$ cat src/rtl/mul6_pkg.sv
// Shared widths and FSM encoding for the 6x6 shift-and-add multiplier controller.
package mul6_pkg;

  localparam int MUL6_W     = 6;
  localparam int MUL6_P_W   = 12;
  localparam int MUL6_CNT_W = 3;
  localparam int MUL6_ITER  = 6;

  typedef enum logic [1:0] {
    ST_IDLE = 2'd0,
    ST_CALC = 2'd1,
    ST_DONE = 2'd2
  } mul6_state_t;

endpackage

$ cat src/rtl/cla6.sv
// 6-bit carry-lookahead adder: every carry is a flat sum of generate/propagate products.
module cla6 (
  input  logic [5:0] a,
  input  logic [5:0] b,
  input  logic       ci,
  output logic [5:0] sum,
  output logic       co
);

  logic [5:0] g;
  logic [5:0] p;
  logic [6:0] c;

  assign g    = a & b;
  assign p    = a ^ b;
  assign c[0] = ci;

  for (genvar gi = 0; gi < 6; gi++) begin : g_carry
    logic carry_n;
    logic term;

    // c[gi+1] = ci&p[gi:0] | OR_j ( g[j] & p[gi:j+1] )
    always_comb begin
      carry_n = ci;
      term    = 1'b0;
      for (int k = 0; k <= gi; k++) carry_n = carry_n & p[k];
      for (int j = 0; j <= gi; j++) begin
        term = g[j];
        for (int k = j + 1; k <= gi; k++) term = term & p[k];
        carry_n = carry_n | term;
      end
    end

    assign c[gi+1] = carry_n;
  end

  assign sum = p ^ c[5:0];
  assign co  = c[6];

endmodule

$ cat src/rtl/mul6_ctrl.sv
// Sequential 6x6 unsigned shift-and-add multiplier on a shared cla6 adder.
// Optional build macro MUL6_ZERO_SKIP_EN: zero operands finish one cycle after the start.
module mul6_ctrl
  import mul6_pkg::*;
(
  input  logic                clk,
  input  logic                reset_n,
  input  logic                op_start,
  input  logic [MUL6_W-1:0]   op_a,
  input  logic [MUL6_W-1:0]   op_b,
  output logic                op_busy,
  output logic                op_done,
  output logic [MUL6_P_W-1:0] result
);

  mul6_state_t           state_reg;
  mul6_state_t           state_next;
  logic [MUL6_W-1:0]     mcand_reg;
  logic [MUL6_W-1:0]     acc_hi_reg;
  logic [MUL6_W-1:0]     acc_lo_reg;
  logic [MUL6_CNT_W-1:0] cnt_reg;

  logic [MUL6_W-1:0] add_sum;
  logic              add_co;
  logic              start_ok;
  logic              start_zero;
  logic              last_iter;

  cla6 u_cla6 (
    .a   (acc_hi_reg),
    .b   (mcand_reg),
    .ci  (1'b0),
    .sum (add_sum),
    .co  (add_co)
  );

  // Starts are only honoured while not iterating.
  assign start_ok  = op_start && (state_reg != ST_CALC);
  assign last_iter = (cnt_reg == MUL6_CNT_W'(MUL6_ITER - 1));

`ifdef MUL6_ZERO_SKIP_EN
  assign start_zero = (op_a == '0) || (op_b == '0);
`else
  assign start_zero = 1'b0;
`endif

  always_ff @(posedge clk or negedge reset_n) begin
    if (!reset_n) state_reg <= ST_IDLE;
    else          state_reg <= state_next;
  end

  always_comb begin
    state_next = state_reg;
    case (state_reg)
      ST_IDLE,
      ST_DONE: begin
        if (op_start) state_next = start_zero ? ST_DONE : ST_CALC;
        else          state_next = ST_IDLE;
      end
      ST_CALC: if (last_iter) state_next = ST_DONE;
      default: state_next = ST_IDLE;
    endcase
  end

  always_comb begin
    op_busy = 1'b0;
    op_done = 1'b0;
    case (state_reg)
      ST_CALC: op_busy = 1'b1;
      ST_DONE: op_done = 1'b1;
      default: ;
    endcase
  end

  always_ff @(posedge clk or negedge reset_n) begin
    if (!reset_n) begin
      mcand_reg  <= '0;
      acc_hi_reg <= '0;
      acc_lo_reg <= '0;
      cnt_reg    <= '0;
    end else if (state_reg == ST_CALC) begin
      // Adder carry-out shifts in at the top, so bit 11 never overflows.
      if (acc_lo_reg[0]) {acc_hi_reg, acc_lo_reg} <= {add_co, add_sum, acc_lo_reg[MUL6_W-1:1]};
      else               {acc_hi_reg, acc_lo_reg} <= {1'b0, acc_hi_reg, acc_lo_reg[MUL6_W-1:1]};
      cnt_reg <= cnt_reg + 1'b1;
    end else if (start_ok) begin
      mcand_reg  <= op_a;
      acc_hi_reg <= '0;
      acc_lo_reg <= start_zero ? '0 : op_b;
      cnt_reg    <= '0;
    end
  end

  assign result = {acc_hi_reg, acc_lo_reg};

endmodule

$ cat config.mk
export PLATFORM = sky130hd
export DESIGN_NAME = mul6_ctrl
export DESIGN_NICKNAME = d
export VERILOG_FILES = /design/src/rtl/mul6_pkg.sv /design/src/rtl/cla6.sv /design/src/rtl/mul6_ctrl.sv
export SDC_FILE = /design/constraint.sdc
export NUM_CORES = 1
export LEC_CHECK = 0
export ABC_AREA = 1
export CORE_MARGIN = 2
export CORE_UTILIZATION = 40
export DETAILED_ROUTE_END_ITERATION = 10
export PLACE_DENSITY_LB_ADDON = 0.3
export REMOVE_ABC_BUFFERS = 1
export SYNTH_ARGS = -nofsm -noshare
export SYNTH_HDL_FRONTEND = slang
export SYNTH_SLANG_ARGS = --single-unit
$ cat constraint.sdc
create_clock -name clk -period 1.9 [get_ports clk]
set_input_delay 0.19 -clock clk [delete_from_list [all_inputs] [get_ports clk]]
set_output_delay 0.19 -clock clk [all_outputs]
set_load 0.1 [all_outputs]
Word-level counts from Yosys, hierarchy flattened
Index checks and enable logic that the tools add are counted. W data, S select, Z words.

Add/sub/neg operators: 1. Reduce and logical (&&, ||, !) cells: 5. Mux-type cells: 13. Bitwise operators: 34. Eq/ne operators: 5.

Operators by type and width (count): $mux W6 (6); $and A1 B1 Y1 (15); $or A1 B1 Y1 (15); $xor A6 B6 Y6 (2); $and A6 B6 Y6 (1); $mux W3 (2); $pmux W2 S2 (1); $add A3 B1 Y3 const B (1); $eq A3 B3 Y1 const B (1); $mux W1 (3); $eq A2 B1 Y1 const B (1); $eq A2 B2 Y1 const B (1); $logic_not A2 Y1 (1); $mux W2 (1); $ne A2 B1 Y1 const B (1); $ne A2 B2 Y1 const B (1); $reduce_and A2 Y1 (1); $reduce_bool A2 Y1 (1); $reduce_or A2 Y1 (1); $logic_and A1 B1 Y1 (1); $not A1 Y1 (1).

Input bits: 15. Output and inout port bits: 14. Flip-flop bits (word level): 23.

Depth between registers and ports, before layout
Gate-level depths: netlist (run 1).

Depth after elaboration: 13. Mapped depth: 10. Mapped depth without buffers: 10.

Modules after synthesis
From an unflattened synthesis (run 1), not the netlist that was laid out.

Cell total of the unflattened synthesis: 157. Area total of the unflattened synthesis: 1325.0 sq um.

Modules (own cells, without submodules): mul6_ctrl (cells an instance 124, area each 1076.0 sq um, times used 1); cla6 (cells an instance 33, area each 249.0 sq um, times used 1).

Worst setup path before layout (run 1)
Ideal clock, no wire load.

Path kind: reg-to-reg. Start: reg acc_hi_reg[1]. End: reg acc_hi_reg[4]. Library setup time: 0.120 ns. Data required time: 1.780 ns. Path slack: -0.271 ns. Buffers on the path: 0. Period minus slack after synthesis: 2.171 ns. Stages on the path, launching flop included: 11. Data arrival time: 2.051 ns. Cell sequence: dfrtp_1 > ha_1 > ha_1 > nand3_1 > nand4_2 > nand2_2 > nand2_2 > nand2_1 > nand3_1 > nand2_1 > nand2_1.

Word-level cells in the longest chain between the ends: 12. Elaborated cells on any way between the ends: 16. Classes of those cells: 2 x mux; 14 x bitwise.

Ends and longest elaborated chain: start: declaration (line mul6_ctrl.sv:19) `logic [MUL6_W-1:0] acc_hi_reg;`; start signal: assignment (line mul6_ctrl.sv:83) `if (acc_lo_reg[0]) {acc_hi_reg, acc_lo_reg} <= {add_co, add_sum, acc_lo_reg[MUL6_W-1:1]};`; start signal: assignment (line mul6_ctrl.sv:84) `else {acc_hi_reg, acc_lo_reg} <= {1'b0, acc_hi_reg, acc_lo_reg[MUL6_W-1:1]};`; $xor A6 B6 Y6 (line cla6.sv:15) `assign p = a ^ b;`; $and A1 B1 Y1 (4 in series) (line cla6.sv:29) `for (int k = j + 1; k <= gi; k++) term = term & p[k];`; $or A1 B1 Y1 (*) (4 in series) (line cla6.sv:30) `carry_n = carry_n | term;`; $xor A6 B6 Y6 (*) (line cla6.sv:37) `assign sum = p ^ c[5:0];`; $mux W6 (*) (line mul6_ctrl.sv:83); $mux W6 (*) (line mul6_ctrl.sv:81) `end else if (state_reg == ST_CALC) begin`.

Every way passes the cells marked *; elsewhere a longest branch is shown, timed or not. A chain may end at the register's enable or synchronous reset.

Final worst setup path (run 1)
Ends and elaborated chain as after synthesis.

==> impl_metrics.csv, run 1 <==
group,metric,value,unit
status,status,"complete, no violations",
cts,cts_tree,"done",
timing,final.setup.tns,0,ns
critical_path,crit_top_cell,"nand2_1",
critical_path,slowest_delay,0.43,ns
synthesis,syn_avg_cell_area,9.05,sq um
timing,max_slew_margin,78.9,%
place,placed_area,0.00161,sq mm
hold_path,min_path_type,"primary input to async pin",
critical_path,startpoint,"acc_hi_reg[1]$_DFFE_PN0P_",
timing,max_slew.worst_pin.slew,0.315,ns
timing,hold_violations,0,
critical_path,path_cells,"ha_1, ha_1, nand3_1, nand4_2, nand2_2, nand2_2, nand2_1, nand3_1, nand2_1, nand2_1",
global_route,gr-total-overflow,0,
global_route,grt_pass1_vias,1079,
synthesis,ys_seq_elements,23,
routing,drt_first_iter_violations,23,
floorplan,rows,20,
place,dp_hpwl,2110,um
synthesis,synthDistinctLibCells,29,
critical_path,end_kind,"register",
cts,clk_latency,0.31,ns
place,place_congestion,0.801,
timing,skew,0.0131,ns
timing,whs,0.206,ns
critical_path,slowest_stage,"dfrtp_1",
timing,setup_viol,0,
floorplan,fp.coreArea,0.00308,sq mm
floorplan,start_util,42.6,%
synthesis,yosysSeqAreaShare,43.9,%
flow_run,maxCapViolations,0,
place,io_buffer_count,28,
critical_path,cp-start-kind,"register",
floorplan,die_area,0.00376,sq mm
cells_and_area,area_growth,25.0,%
timing,min_period_over_period,84.7,%
floorplan,io_pins,29,
global_route,antenna_found_initial,0,
floorplan,die_x,61.3,um
cells_and_area,fin_util,53.3,%
critical_path,critPathBufInv,0,
routing,drtAntennaViolNets,0,
synthesis,ys_warn_count,0,
cts,ctsHoldBuffers,0,
synthesis,netlist_area,0.00131,sq mm
routing,vias,1061,
critical_path,path_class,"register to register",
critical_path,required,2.11,ns
cells_and_area,finalInstanceArea,0.00164,sq mm
critical_path,timing.rr.start,"acc_hi_reg[1]$_DFFE_PN0P_",
routing,drt-pass1-iter-count,4,
cells_and_area,num_antenna_cells,0,
routing,wl_per_cell,12.7,um
critical_path,cp.arrival,1.82,ns
cts,cts_sinks,23,
floorplan,die_y,61.3,um
timing,layout_min_cycle_time,1.61,ns
routing,routed_wl,2800,um
critical_path,path_delay_family,"simple AND/OR/NAND/NOR gates",
cts,cts_resized,0,
timing,slew_violations,0,
critical_path,cp_max_fo,4,
global_route,grt_max_degree,24,
cts,cts_made_buffers,3,
cells_and_area,drive_gt1_share,22.2,%
routing,drt-vias-per-instance,4.82,
timing,max_freq,0.622,GHz
cells_and_area,fin_nets,202,
global_route,grt.total_usage,17.4,%
routing,drc,0,
global_route,grt_pass1_wl,4820,um
cts,clk_pin_slew_worst_paths,0.14,ns
cts,htree_num_levels,1,
synthesis,synth_cells,145,
cts,clockBufferDepth,2,
cts,cts-root-buf,"clkbuf_4",
timing,rsz0062_at_grt,"no",
cts,cts_setup_buffers,0,
## per-stage QoR
step | setup slack [ns] | instances
2_1_floorplan | -0.271 | 143
3_3_place_gp | 0.338 | 216
3_5_place_dp | 0.309 | 216
4_1_cts | 0.288 | 220
5_1_grt | 0.143 | 220
6_report | 0.291 | 220
## layout make-up
class                      instances  area, sq um
fill                             301         1440
multi-input combinational        103          634
sequential                        23          576
timing repair buffer              29          278
inverter                          17         71.3
tap                               44         55.1
clock buffer                       4         26.3
## worst register-to-register path, stage by stage (launching register included)
cell and delay [ns]:
dfrtp_1 0.43, ha_1 0.31, ha_1 0.20, nand3_1 0.10, nand4_2 0.12, nand2_2 0.09, nand2_2 0.05, nand2_1 0.05
nand3_1 0.06, nand2_1 0.07, nand2_1 0.05
## cells by family (layout without fill, tap and decap cells)
| group | after synthesis | in the layout | share of synthesized area [%] |
|---|---|---|---|
| buf+inv | 19 | 50 | 7.82 |
| xor+xnor | 3 | 3 | 2.00 |
| flops | 23 | 23 | 43.9 |
| simple gates | 70 | 70 | 27.1 |
| compound gates | 20 | 20 | 9.15 |
| fa+ha+maj | 10 | 10 | 10.1 |
## cells in the mapped netlist
library cell   n  area share [%]
o22ai_1        2            0.95
nand2_4        2             1.7
o21a_1         1            0.57
xnor2_1        2             1.3
nor2_8         1             1.5
nor3_1         1            0.38
o21ai_2        1            0.67
nand2_1       39              11
inv_6          1            0.67
nand3_1        5             1.9
inv_1         14             4.0
nand2_2        8             3.8
inv_2          1            0.29
o211ai_2       1            0.95
buf_6          1            0.86
xor2_1         1            0.67
nand4_2        1            0.95
dfrtp_1       23              44
a21oi_1        2            0.76
buf_12         1             1.5
o21ai_1        1            0.38
a31oi_1        1            0.48
a22oi_1        1            0.57
fa_1           1             1.5
o21ai_0       10             3.8
inv_4          1            0.48
ha_1           9             8.6
nand3_2        4             3.1
nor2_1         9             2.6
## worst paths after layout
| check | end | slack (ns) | cells after the start |
|---|---|---|---|
| worst min-delay path | acc_lo_reg[1]$_DFFE_PN0P_ | 0.21 | 2 |
| worst min register to register | mcand_reg[0]$_DFFE_PN0P_ | 0.51 | 2 |
| worst max register to register | acc_hi_reg[4]$_DFFE_PN0P_ | 0.29 | 10 |
| max in group asynchronous | mcand_reg[5]$_DFFE_PN0P_ | 1.45 | 2 |
| min in group clk | mcand_reg[2]$_DFFE_PN0P_ | 0.39 | 3 |
| worst max-delay path | acc_hi_reg[4]$_DFFE_PN0P_ | 0.29 | 10 |
## layout by cell type (no fill, tap or decap), drive strengths merged
| cell | count |
|---|---|
| nand2 | 49 |
| dfrtp | 23 |
| inv | 17 |
| buf | 15 |
| clkdlybuf4s50 | 14 |
| o21ai | 12 |
| nor2 | 10 |
| ha | 9 |
| nand3 | 9 |
| clkbuf | 4 |
| xnor2 | 2 |
| o22ai | 2 |
| a21oi | 2 |
| nand4 | 1 |
| xor2 | 1 |
| o21a | 1 |
| a22oi | 1 |
| a31oi | 1 |
| nor3 | 1 |
| o211ai | 1 |
| fa | 1 |
## per-layer routing
layer	vias up	global-route usage, %	wire length (um)
met5	-	0	0
met4	0	4.66	13
met3	2	3.36	147
met2	29	30.2	1400
met1	505	22.2	1240
li1	525	-	-
Power of run 1 is not shown: default switching activity piles up to over one toggle a cycle in this logic, so the estimate is an artifact.
==> inputs of run 2 (changes only) <==
Clock period 1.9 ns to 1.7 ns, I/O delays scaled along.
==> impl_metrics.csv, run 2 (synthesis results as in run 1) <==
group,metric,value,unit
global_route,antenna_found_initial,0,
floorplan,die_area,0.00376,sq mm
flow_run,maxCapViolations,0,
critical_path,path_cells,"ha_1, ha_1, nand3_1, nand4_2, nand2_2, nand2_2, nand2_1, nand3_1, nand2_1, nand2_1",
critical_path,slowest_stage,"dfrtp_1",
floorplan,io_pins,29,
timing,rsz0062_at_grt,"no",
critical_path,cp_max_fo,2,
timing,skew,0.00198,ns
routing,drt-vias-per-instance,4.94,
hold_path,min_path_type,"primary input to async pin",
cells_and_area,n_fill_cell,278,
floorplan,die_x,61.3,um
timing,min_period_over_period,94.5,%
timing,final.setup.tns,0,ns
cells_and_area,drive_gt1_share,23.5,%
cts,cts_sinks,23,
timing,layout_min_cycle_time,1.61,ns
routing,wl_per_cell,12.8,um
critical_path,path_class,"register to register",
timing,slew_violations,0,
place,io_buffer_count,28,
routing,drtAntennaViolNets,0,
timing,setup_viol,0,
cts,clockBufferDepth,2,
critical_path,timing.rr.start,"acc_hi_reg[1]$_DFFE_PN0P_",
place,dp_hpwl,2160,um
global_route,grt_pass1_vias,1164,
timing,max_slew_margin,78.6,%
status,status,"complete, no violations",
routing,drt_first_iter_violations,49,
cells_and_area,area_growth,38.1,%
critical_path,crit_top_cell,"nand2_1",
global_route,gr-total-overflow,0,
critical_path,r2r_end,"acc_hi_reg[4]$_DFFE_PN0P_",
floorplan,fp.coreArea,0.00308,sq mm
global_route,grt_max_degree,24,
critical_path,r2r_cells,10,
cts,cts_made_buffers,3,
cts,clk_latency,0.31,ns
critical_path,end_kind,"register",
floorplan,start_util,42.6,%
global_route,grt.total_usage,17.7,%
critical_path,cp-start-kind,"register",
global_route,grt_pass1_wl,4890,um
cts,cts_tree,"done",
cts,htree_num_levels,1,
timing,max_slew.worst_pin.slew,0.319,ns
cells_and_area,num_antenna_cells,0,
routing,drt-pass1-iter-count,4,
place,place_congestion,0.739,
critical_path,path_delay_family,"simple AND/OR/NAND/NOR gates",
routing,vias,1102,
timing,hold_violations,0,
critical_path,cp.arrival,1.83,ns
critical_path,slowest_delay,0.42,ns
cells_and_area,fin_nets,205,
cts,clk_pin_slew_worst_paths,0.12,ns
critical_path,r2r_setup_slack,0.09,ns
routing,drc,0,
floorplan,die_y,61.3,um
cts,cts-root-buf,"clkbuf_4",
critical_path,required,1.92,ns
timing,max_freq,0.622,GHz
cells_and_area,final_common_cell,"nand2_1",
routing,routed_wl,2870,um
cts,ctsHoldBuffers,0,
cells_and_area,layout_common_cells,"nand2_1 (39), dfrtp_1 (23), inv_1 (14), clkdlybuf4s50_1 (14), buf_12 (14)",
critical_path,critPathBufInv,0,
floorplan,rows,20,
==> run 2: how the worst max path moves through the flow <==
| stage | startpoint | end | slack (ns) | cells past startpoint |
|---|---|---|---|---|
| floorplan | acc_hi_reg[1]$_DFFE_PN0P_ | acc_hi_reg[4]$_DFFE_PN0P_ | -0.47 | 10 |
| global placement | acc_hi_reg[2]$_DFFE_PN0P_ | acc_hi_reg[3]$_DFFE_PN0P_ | 0.18 | 6 |
| detailed placement | acc_hi_reg[1]$_DFFE_PN0P_ | acc_hi_reg[3]$_DFFE_PN0P_ | 0.09 | 7 |
| CTS | acc_hi_reg[1]$_DFFE_PN0P_ | acc_hi_reg[3]$_DFFE_PN0P_ | 0.07 | 7 |
| global route | acc_hi_reg[1]$_DFFE_PN0P_ | acc_hi_reg[4]$_DFFE_PN0P_ | 0.007 | 10 |
| finish | acc_hi_reg[1]$_DFFE_PN0P_ | acc_hi_reg[4]$_DFFE_PN0P_ | 0.09 | 10 |
==> run 2: through the flow <==
step                      setup slack [ns]  hold WS [ns]  instance area [sq um]  instances  utilization (%)
after floorplan                     -0.471        -0.126                   1280        143                -
after global placement               0.175         0.476                   1770        217             57.6
after detailed placement            0.0871         0.473                   1770        217             57.6
after CTS                           0.0652         0.205                   1800        221             58.4
after global routing               0.00693         0.195                   1810        223             58.9
final                               0.0931         0.194                   1810        223             58.9
==> run 2: timing repair <==
item,4_1_cts,5_1_grt
gates resized for setup,0,1
setup buffers,0,2
setup endpoints to repair,0,2
==> run 2: cell type report <==
class / count / area [sq um] / area share [%]
Tap cell: 44 / 55.1 / 3.04
Timing Repair Buffer: 32 / 450 / 24.8
Multi-Input combinational cell: 103 / 634 / 35.0
Clock buffer: 4 / 26.3 / 1.45
Sequential cell: 23 / 576 / 31.7
Inverter: 17 / 71.3 / 3.93
==> run 2: layer usage <==
layer	up-vias	GRT usage [%]	share of wire, %
met2	26	33.0	54
li1	532	-	-
met4	0	5.59	1.0
met5	-	0	0
met3	4	2.94	4.2
met1	540	20.6	41
Power of run 2 is left out for the same reason.
